File: src/rtl/prio_enc_pkg.sv
// rtl/prio_enc_pkg.sv - shared types and seven-segment helpers for prio_encoder_scan
package prio_enc_pkg;

  typedef enum logic {
    TRACK = 1'b0,
    HELD  = 1'b1
  } state_t;

  localparam logic [7:0] SEG_BLANK = 8'hFF;
  localparam logic [7:0] SEG_DASH  = 8'hBF;

  // Active-low gfedcba pattern for a decimal digit; anything else is dark.
  function automatic logic [6:0] seg7_hex(input logic [3:0] d);
    case (d)
      4'd0:    seg7_hex = 7'h40;
      4'd1:    seg7_hex = 7'h79;
      4'd2:    seg7_hex = 7'h24;
      4'd3:    seg7_hex = 7'h30;
      4'd4:    seg7_hex = 7'h19;
      4'd5:    seg7_hex = 7'h12;
      4'd6:    seg7_hex = 7'h02;
      4'd7:    seg7_hex = 7'h78;
      4'd8:    seg7_hex = 7'h00;
      4'd9:    seg7_hex = 7'h10;
      default: seg7_hex = 7'h7F;
    endcase
  endfunction

endpackage

File: src/rtl/prio_encoder_scan_if.sv
// rtl/prio_encoder_scan_if.sv - request, encoder result and display pins of prio_encoder_scan
interface prio_encoder_scan_if #(
  parameter int N_IN   = 16,
  parameter int IDX_W  = $clog2(N_IN),
  parameter int DIGITS = 2
);

  logic [N_IN-1:0]   din_n;
  logic              ei_n;
  logic              latch_mode;
  logic              clear;
  logic [IDX_W-1:0]  idx;
  logic              gs_n;
  logic              eo_n;
  logic              held;
  logic [7:0]        seg;
  logic [DIGITS-1:0] an;

  modport master (
    output din_n, ei_n, latch_mode, clear,
    input  idx, gs_n, eo_n, held, seg, an
  );

  modport slave (
    input  din_n, ei_n, latch_mode, clear,
    output idx, gs_n, eo_n, held, seg, an
  );

endinterface

File: src/rtl/seg_scan_mux.sv
// rtl/seg_scan_mux.sv - time-multiplexed decimal seven-segment driver for the encoded index
module seg_scan_mux
  import prio_enc_pkg::*;
#(
  parameter int IDX_W    = 4,
  parameter int DIGITS   = 2,
  parameter int SCAN_DIV = 1000
) (
  input  logic              clk,
  input  logic              rst_n,
  input  logic [IDX_W-1:0]  idx_i,
  input  logic              gs_n_i,
  input  logic              held_i,
  output logic [7:0]        seg_o,
  output logic [DIGITS-1:0] an_o
);

  localparam int CNT_W = $clog2(SCAN_DIV);
  localparam int SEL_W = (DIGITS > 1) ? $clog2(DIGITS) : 1;

  logic [CNT_W-1:0]  scan_cnt_q;
  logic [SEL_W-1:0]  digit_sel_q;
  logic [7:0]        seg_q, seg_d;
  logic [DIGITS-1:0] an_q, an_d;
  logic [3:0]        digit_val;
  logic              lead_zero;
  int unsigned       place;
  int unsigned       value;
  int                sel;

  // Loop unrolls to one constant divide per digit position, then muxes by digit_sel.
  always_comb begin
    place     = 1;
    value     = 32'(idx_i);
    sel       = 32'(digit_sel_q);
    digit_val = '0;
    lead_zero = 1'b0;
    for (int k = 0; k < DIGITS; k++) begin
      if (sel == k) begin
        digit_val = 4'((value / place) % 10);
        lead_zero = (k != 0) && (value < place);
      end
      place = place * 10;
    end

    if (gs_n_i) begin
      seg_d = SEG_DASH;
    end else if (lead_zero) begin
      seg_d = SEG_BLANK;
    end else begin
      seg_d = {~(held_i && (digit_sel_q == '0)), seg7_hex(digit_val)};
    end
    an_d = ~(DIGITS'(1) << digit_sel_q);
  end

  always_ff @(posedge clk or negedge rst_n) begin
    if (!rst_n) begin
      scan_cnt_q  <= '0;
      digit_sel_q <= '0;
      seg_q       <= SEG_BLANK;
      an_q        <= '1;
    end else begin
      if (scan_cnt_q == CNT_W'(SCAN_DIV - 1)) begin
        scan_cnt_q  <= '0;
        digit_sel_q <= (digit_sel_q == SEL_W'(DIGITS - 1)) ? '0 : digit_sel_q + SEL_W'(1);
      end else begin
        scan_cnt_q <= scan_cnt_q + CNT_W'(1);
      end
      seg_q <= seg_d;
      an_q  <= an_d;
    end
  end

  assign seg_o = seg_q;
  assign an_o  = an_q;

endmodule

File: src/rtl/prio_encoder_scan.sv
// rtl/prio_encoder_scan.sv - synchronised active-low priority encoder with first-hit latch and 7-seg scan
module prio_encoder_scan #(
  parameter int N_IN     = 16,
  parameter int IDX_W    = $clog2(N_IN),
  parameter int DIGITS   = 2,
  parameter int SCAN_DIV = 1000
) (
  input logic               clk,
  input logic               rst_n,
  prio_encoder_scan_if.slave bus
);

  import prio_enc_pkg::*;

  logic [N_IN-1:0]  din_s1_q, din_sync_q;
  logic             ei_s1_q, ei_sync_q;
  logic [IDX_W-1:0] enc_idx_d;
  logic             enc_any;
  logic             enc_gs_n_d, enc_eo_n_d;
  state_t           state_q;
  logic [IDX_W-1:0] idx_q;
  logic             gs_n_q, eo_n_q, held_q;

  // Inactive (all-ones) reset keeps a reset release from looking like a burst of requests.
  always_ff @(posedge clk or negedge rst_n) begin
    if (!rst_n) begin
      din_s1_q   <= '1;
      din_sync_q <= '1;
      ei_s1_q    <= 1'b1;
      ei_sync_q  <= 1'b1;
    end else begin
      din_s1_q   <= bus.din_n;
      din_sync_q <= din_s1_q;
      ei_s1_q    <= bus.ei_n;
      ei_sync_q  <= ei_s1_q;
    end
  end

  always_comb begin
    enc_idx_d = '0;
    enc_any   = 1'b0;
    for (int i = 0; i < N_IN; i++) begin
      if (!din_sync_q[i]) begin
        enc_idx_d = IDX_W'(i);
        enc_any   = 1'b1;
      end
    end
    if (ei_sync_q) begin
      enc_idx_d = '0;
    end
    enc_gs_n_d = ei_sync_q | ~enc_any;
    enc_eo_n_d = ei_sync_q | enc_any;
  end

  // Leaving HELD always lands in TRACK for one edge, so clear beats a simultaneous hit.
  always_ff @(posedge clk or negedge rst_n) begin
    if (!rst_n) begin
      state_q <= TRACK;
      idx_q   <= '0;
      gs_n_q  <= 1'b1;
      eo_n_q  <= 1'b1;
      held_q  <= 1'b0;
    end else begin
      case (state_q)
        TRACK: begin
          idx_q  <= enc_idx_d;
          gs_n_q <= enc_gs_n_d;
          eo_n_q <= enc_eo_n_d;
          if (bus.latch_mode && !enc_gs_n_d) begin
            state_q <= HELD;
            held_q  <= 1'b1;
          end
        end
        HELD: begin
          if (bus.clear || !bus.latch_mode) begin
            state_q <= TRACK;
            held_q  <= 1'b0;
            idx_q   <= enc_idx_d;
            gs_n_q  <= enc_gs_n_d;
            eo_n_q  <= enc_eo_n_d;
          end
        end
        default: state_q <= TRACK;
      endcase
    end
  end

  assign bus.idx  = idx_q;
  assign bus.gs_n = gs_n_q;
  assign bus.eo_n = eo_n_q;
  assign bus.held = held_q;

  seg_scan_mux #(
    .IDX_W   (IDX_W),
    .DIGITS  (DIGITS),
    .SCAN_DIV(SCAN_DIV)
  ) u_seg_scan_mux (
    .clk   (clk),
    .rst_n (rst_n),
    .idx_i (idx_q),
    .gs_n_i(gs_n_q),
    .held_i(held_q),
    .seg_o (bus.seg),
    .an_o  (bus.an)
  );

endmodule

File: src/flat_wrapper.sv
// flat-port wrapper written by rule: the top's interface ports become plain ports
module prio_encoder_scan_flat import prio_enc_pkg::*;
#(
  parameter int N_IN     = 16,
  parameter int IDX_W    = $clog2(N_IN),
  parameter int DIGITS   = 2,
  parameter int SCAN_DIV = 1000
)
  (clk, rst_n, bus_din_n, bus_ei_n, bus_latch_mode, bus_clear, bus_idx, bus_gs_n, bus_eo_n, bus_held, bus_seg, bus_an);
  prio_encoder_scan_if #(.N_IN(N_IN), .IDX_W(IDX_W), .DIGITS(DIGITS)) bus_i ();
  input logic clk;
  input logic rst_n;
  input wire logic [$bits(bus_i.din_n)-1:0] bus_din_n;
  input wire logic [$bits(bus_i.ei_n)-1:0] bus_ei_n;
  input wire logic [$bits(bus_i.latch_mode)-1:0] bus_latch_mode;
  input wire logic [$bits(bus_i.clear)-1:0] bus_clear;
  output wire logic [$bits(bus_i.idx)-1:0] bus_idx;
  output wire logic [$bits(bus_i.gs_n)-1:0] bus_gs_n;
  output wire logic [$bits(bus_i.eo_n)-1:0] bus_eo_n;
  output wire logic [$bits(bus_i.held)-1:0] bus_held;
  output wire logic [$bits(bus_i.seg)-1:0] bus_seg;
  output wire logic [$bits(bus_i.an)-1:0] bus_an;
  assign bus_i.din_n = bus_din_n;
  assign bus_i.ei_n = bus_ei_n;
  assign bus_i.latch_mode = bus_latch_mode;
  assign bus_i.clear = bus_clear;
  assign bus_idx = bus_i.idx;
  assign bus_gs_n = bus_i.gs_n;
  assign bus_eo_n = bus_i.eo_n;
  assign bus_held = bus_i.held;
  assign bus_seg = bus_i.seg;
  assign bus_an = bus_i.an;
  prio_encoder_scan #(.N_IN(N_IN), .IDX_W(IDX_W), .DIGITS(DIGITS), .SCAN_DIV(SCAN_DIV)) u_core (.clk(clk), .rst_n(rst_n), .bus(bus_i));
endmodule
File: config.mk
export PLATFORM = sky130hd
export DESIGN_NAME = prio_encoder_scan_flat
export DESIGN_NICKNAME = d
export VERILOG_FILES = /design/src/rtl/prio_enc_pkg.sv /design/src/rtl/prio_encoder_scan_if.sv /design/src/rtl/seg_scan_mux.sv /design/src/rtl/prio_encoder_scan.sv /design/src/flat_wrapper.sv
export SDC_FILE = /design/constraint.sdc
export NUM_CORES = 1
export LEC_CHECK = 0
export BUFFER_PORTS_ARGS = -buffer_cell sky130_fd_sc_hd__buf_2
export CORE_ASPECT_RATIO = 0.9
export CORE_MARGIN = 3
export CORE_UTILIZATION = 55
export DETAILED_ROUTE_END_ITERATION = 16
export PLACE_DENSITY = 0.79
export SETUP_SLACK_MARGIN = 0.4
export SYNTH_ARGS = -nofsm -noshare
export SYNTH_HDL_FRONTEND = slang
export SYNTH_SLANG_ARGS = --single-unit
File: constraint.sdc
create_clock -name clk -period 2.1 [get_ports clk]
set_input_delay 0.42 -clock clk [delete_from_list [all_inputs] [get_ports clk]]
set_output_delay 0.42 -clock clk [all_outputs]
set_load 0.005 [all_outputs]
### Yosys cells after proc, flatten, opt, wreduce, memory -nomap -nowiden

Memories as Yosys holds them, arrays and structs flattened.
Cells that the tools add are included.

* $add $sub $neg: 2
* $lt $le $gt $ge: 1
* shift-type cells: 1
* bitwise gates (word level): 7
* div/mod/pow operators: 3
* equality and inequality tests: 3
* reduce and logical (&&, ||, !) cells: 6
* multiplexer cells: 50

Operators with widths (count)
* 2-to-1 mux 4 bit: 11
* divider 4 x 4 -> 32 bit (second input constant): 1
* modulo 32 x 4 -> 32 bit (second input constant): 1
* modulo 4 x 4 -> 32 bit (second input constant): 1
* 2-to-1 mux 1 bit: 25
* 2-to-1 mux 8 bit: 2
* 2-to-1 mux 3 bit: 4
* adder 10 x 1 -> 10 bit (second input constant): 1
* equality test 10 bit (second input constant): 1
* 2-to-1 mux 10 bit: 1
* one-hot mux 1 bit (2 select lines): 4
* one-hot mux 4 bit (2 select lines): 1
* < comparator 4 bit (second input constant): 1
* 2-to-1 mux 2 bit: 2
* NOT 1 bit: 4
* logical AND 1 bit: 2
* zero test 1 bit: 2
* inequality test 2 x 1 -> 1 bit (second input constant): 1
* inequality test 2 bit (second input constant): 1
* NOT 2 bit: 1
* OR 1 bit: 2
* AND reduction 2 bit: 1
* << shifter 1 x 1 -> 2 bit (first input constant): 1
* adder 1 bit (second input constant): 1
* logical OR 1 bit: 1

* bits in read-only memories: 112
* flip-flop bits (word level): 63
* memories kept: 1
* word-level logic and storage cells: 87
* input bits: 21

Memory list
* (no name shown): depth 16, bits a word 7, read ports 1, clocked after Yosys merged registers in 0, write ports 0, RTL line prio_enc_pkg.sv:14 `case (d)`

### Longest topological paths before layout

* word-level depth: 22
* gate-level depth with buffers: 8

### By module

Synthesis repeated with hierarchy kept, for this count alone.

* cells, all modules: 191
* area total of the unflattened synthesis: 2496.1 um2

By module, submodules not included
* prio_encoder_scan: cells each 89, sequential area each 1096.1 um2, area each 1381.3 um2, times used 1
* seg_scan_mux: cells each 102, sequential area each 538.0 um2, area each 1114.8 um2, times used 1

### Worst setup path before layout

Ideal clock, no wire load.

* kind: reg2reg
* start point: register u_core.u_seg_scan_mux.digit_sel_q
* end point: register u_core.u_seg_scan_mux.seg_q[4] (netlist: u_core.u_seg_scan_mux.seg_o[4])
* data required time: 2.018 ns
* arrival: 1.847 ns
* library setup time: 0.082 ns
* period minus slack after synthesis: 1.929 ns
* slack: 0.171 ns
* cell stages (with the launch flop): 9
* cells stage by stage: dfrtp_1 > inv_1 > nand2_1 > ha_1 > a21o_1 > or2_1 > buf_6 > mux2i_1 > a211o_1

* longest elaborated chain between the ends: 4

Ends and longest elaborated chain
* start: declaration: RTL line seg_scan_mux.sv:22 `logic [SEL_W-1:0] digit_sel_q;`
* start signal: assignment: RTL line seg_scan_mux.sv:65 `digit_sel_q <= (digit_sel_q == SEL_W'(DIGITS - 1)) ? '0 : digit_sel_q + SEL_W'(1);`
* 2-to-1 mux 4 bit: RTL line seg_scan_mux.sv:39 `if (sel == k) begin`
* memory (16 x 7 bit)
* 2-to-1 mux 8 bit *: RTL line seg_scan_mux.sv:48 `end else if (lead_zero) begin`
* 2-to-1 mux 8 bit *: RTL line seg_scan_mux.sv:46 `if (gs_n_i) begin`
* named net u_core.u_seg_scan_mux.seg_d[4]: RTL line seg_scan_mux.sv:23 `logic [7:0] seg_q, seg_d;`
* end signal: assignment: RTL line seg_scan_mux.sv:69 `seg_q <= seg_d;`
* end: declaration: RTL line seg_scan_mux.sv:23

The timed path passes the listed nets; every way through them passes the cells marked *.
A chain may end at the register's enable or synchronous reset.

### Worst setup path after layout

Ends and elaborated chain as after synthesis.

==> results_dict.tcl <==
set metrics [dict create \
    max_cap_viol_count 0 \
    track_usage_pct 17.6 \
    dpl_worst_slack_ns 0.0957 \
    syn_avg_cell_area_sq_um 13.0 \
    area_growth_pct 22.5 \
    firstDrtPassIters 4 \
    vias 1604 \
    hold_buffers 0 \
    antenna-diode-count 0 \
    drive_gt1_share_pct 48.4 \
    internal_power_mw 2.01 \
    final_cell_mix "dfstp_2, buf_2, nand2_1, nor2_1, dfrtp_1" \
    root_buffer "clkbuf_8" \
    power_frac_comb_pct 9.7 \
    wl_um 4080 \
    cts_sinks 63 \
    p_per_area_mw_per_mm2 881 \
    crit_path_cell_trace "inv_4 -> nand2_4 -> ha_4 -> a21o_1 -> or2_4 -> mux2i_1 -> a211o_1" \
    power_mw 2.68 \
    dr.first_iter.drc_count 31 \
    fin_nets 271 \
    status "finished, final reports clean" \
    cp-start-kind "flop" \
    vias_per_cell 5.21 \
    synthCells 191 \
    fmax_ghz 0.591 \
    rsz0062_at_grt "true" \
    gp_congestion 0.834 \
    ys_seq_area_share_pct 65.9 \
    grt_pass1_vias 1635 \
    reg2reg_depth 7 \
    grt_start_max_net_pins 64 \
    maxSlewHeadroom_pct 73.3 \
    hold_viol 0 \
    fin_crit_sh_pct 80.6 \
    cts.clk_slew.worst_paths_ns 0.07 \
    synthMuxAreaShare_pct 2.42 \
    cts_tree "done" \
    drv_slew 0 \
    p_sw_mw 0.662 \
    criticalPathCategory "flop to flop" \
    synth_top_area_cell "dfstp_2" \
    skew_ns 0.00733 \
    die_h_um 69.7 \
    slowest_stage "dfrtp_2" \
    netlist_top_cells_area "dfstp_2, dfrtp_1, ha_1" \
    final_common_cell "dfstp_2" \
    critPathMaxStageDelay_ns 0.43 \
    power.clock.fraction_pct 39.0 \
    wl_per_cell_um 13.2 \
    grt_pass1_wl_um 7150 \
    worst_slack_ns 0.407 \
    ys.warnings.count 0 \
    final.min_clock_period_ns 1.69 \
    htree_levels 3 \
    dp_hpwl_um 2750 \
    peakVddDrop_mv 0.665 \
    crit_path_end_kind "flop" \
    critical_path_arrival_ns 1.96 \
    dieArea_sq_mm 0.00535 \
    synth_top_family_by_area "simple AND/OR/NAND/NOR gates" \
    ant_nets 0 \
    core-area_sq_mm 0.00421 \
    overflow 0 \
    numCtsBuffers 9 \
    start_util_pct 58.9 \
    synthArstFlopShare_pct 100 \
    synth_area_sq_mm 0.00248 \
    ys_types 44 \
    swShare_pct 24.7 \
    die_x_um 76.8 \
    power_frac_seq_pct 51.3 \
    synth_xor_area_share_pct 2.82 \
    worst_pin_slew_ns 0.396 \
    clock_path_buffers 2 \
    io_pins 38 \
    rows 22 \
    cp.required_ns 2.37 \
    synth_ff_type "dfstp_2" \
    io_buffers 37 \
    synthAdderAreaFrac_pct 3.53 \
    setup_viol 0 \
    synth-compound-area-share_pct 10.7 \
    worstSkewPairLatency_ns 0.34 \
    critPathMaxFanout 7 \
    synth_top_area_share_pct 48.7 \
    synth_edf_count 0 \
    drc_errors 0 \
    synth_nets 219 \
    hold_class "primary input to async pin" \
    antenna_found_initial 0 \
    p_leak_nw 1.33 \
    ys_ff_latch 63 \
    synth-simple-area-share_pct 13.0 \
    setup_tns_ns 0 \
]
==> path summary, 6_finish.rpt <==
| check | startpoint | slack, ns | to |
|---|---|---|---|
| min reg2reg | u_core.din_s1_q[1] | 0.35 | u_core.din_sync_q[1] |
| max reg2reg | u_core.u_seg_scan_mux.digit_sel_q | 0.41 | u_core.u_seg_scan_mux.seg_o[4] |
| min in group clk | bus_din_n[13] | 0.17 | u_core.din_s1_q[13] |
| min | rst_n | 0.07 | u_core.state_q |
| max in group asynchronous | rst_n | 1.72 | u_core.din_s1_q[3] |
| max | u_core.u_seg_scan_mux.digit_sel_q | 0.41 | u_core.u_seg_scan_mux.seg_o[4] |
==> logic make-up after synthesis <==
kind of cell	after synthesis
buffers and inverters	8
AND/OR/NAND/NOR	61
XOR/XNOR	8
multiplexers	6
flip-flops	63
adder cells (fa/ha/maj)	7
AO/OA/AOI/OAI	38
==> cell type report <==
cell class,count,area [sq um]
sequential,63,1640
fill,292,1170
multi-input combinational,120,843
timing repair buffer,43,255
clock buffer,9,124
clock inverter,7,78.8
tap,60,75.1
inverter,6,25.0
==> worst max-delay path, delay by kind of cell (launching register included) <==
family | cells | cell delay (ns)
adder cells (fa/ha/maj) | 1 | 0.23
multiplexers | 1 | 0.13
AO/OA/AOI/OAI | 2 | 0.42
flip-flops | 1 | 0.43
buffers and inverters | 1 | 0.08
AND/OR/NAND/NOR | 2 | 0.34
==> synthesized netlist by cell type (3+ instances only) <==
| library cell | n |
|---|---|
| nand4_1 | 5 |
| nand3_1 | 4 |
| a21oi_1 | 9 |
| nor2_1 | 14 |
| a21o_1 | 3 |
| o21ai_1 | 6 |
| nand2_1 | 16 |
| ha_1 | 7 |
| mux2i_1 | 6 |
| dfstp_2 | 46 |
| nor2b_1 | 4 |
| nand3b_1 | 4 |
| xnor2_1 | 5 |
| inv_1 | 6 |
| and4_1 | 4 |
| xor2_1 | 3 |
| dfrtp_1 | 17 |
==> power groups by stage <==
stage,clock network (mW),registers (mW),logic (mW)
2_1_floorplan,0,1.39,0.131
3_3_place_gp,0,1.39,0.228
3_5_place_dp,0,1.39,0.237
4_1_cts,1.08,1.37,0.260
5_1_grt,1.16,1.38,0.289
6_report,1.04,1.37,0.259
==> flip-flops by register name (all words and copies together) (netlist names) <==
name                               flops
u_core.ei_sync_q                       1
u_core.u_seg_scan_mux.seg_o            8
u_core.bus.idx                         4
u_core.bus.gs_n                        1
u_core.u_seg_scan_mux.scan_cnt_q      10
u_core.ei_s1_q                         1
u_core.u_seg_scan_mux.digit_sel_q      1
u_core.bus.held                        1
u_core.state_q                         1
u_core.din_sync_q                     16
u_core.bus.eo_n                        1
u_core.u_seg_scan_mux.an_o             2
u_core.din_s1_q                       16
==> layer usage <==
metal  vias to the layer above  wire [um]  GRT usage, %
met5                         -          0             0
met4                         0         46          7.44
met3                         5        335          9.74
met2                        51       1940          27.0
met1                       768       1760          20.5
li1                        780          -             -
==> metrics by stage <==
stage	util (%)	cell area (sq um)	std cells	hold WS, ns
floorplan	-	2480	191	0.124
global placement	65.3	2750	288	0.347
detailed placement	65.3	2750	288	0.347
CTS	71.7	3020	307	0.0665
global route	72.2	3040	308	0.0704
finish	72.2	3040	308	0.0687
==> what timing repair did <==
item / CTS / global route
endpoints found under the setup margin: 7 / 5
gates resized for setup: 9 / 2
pin swaps: 5 / 5
setup buffers: 3 / 1
(Power assumes the default switching activity.)
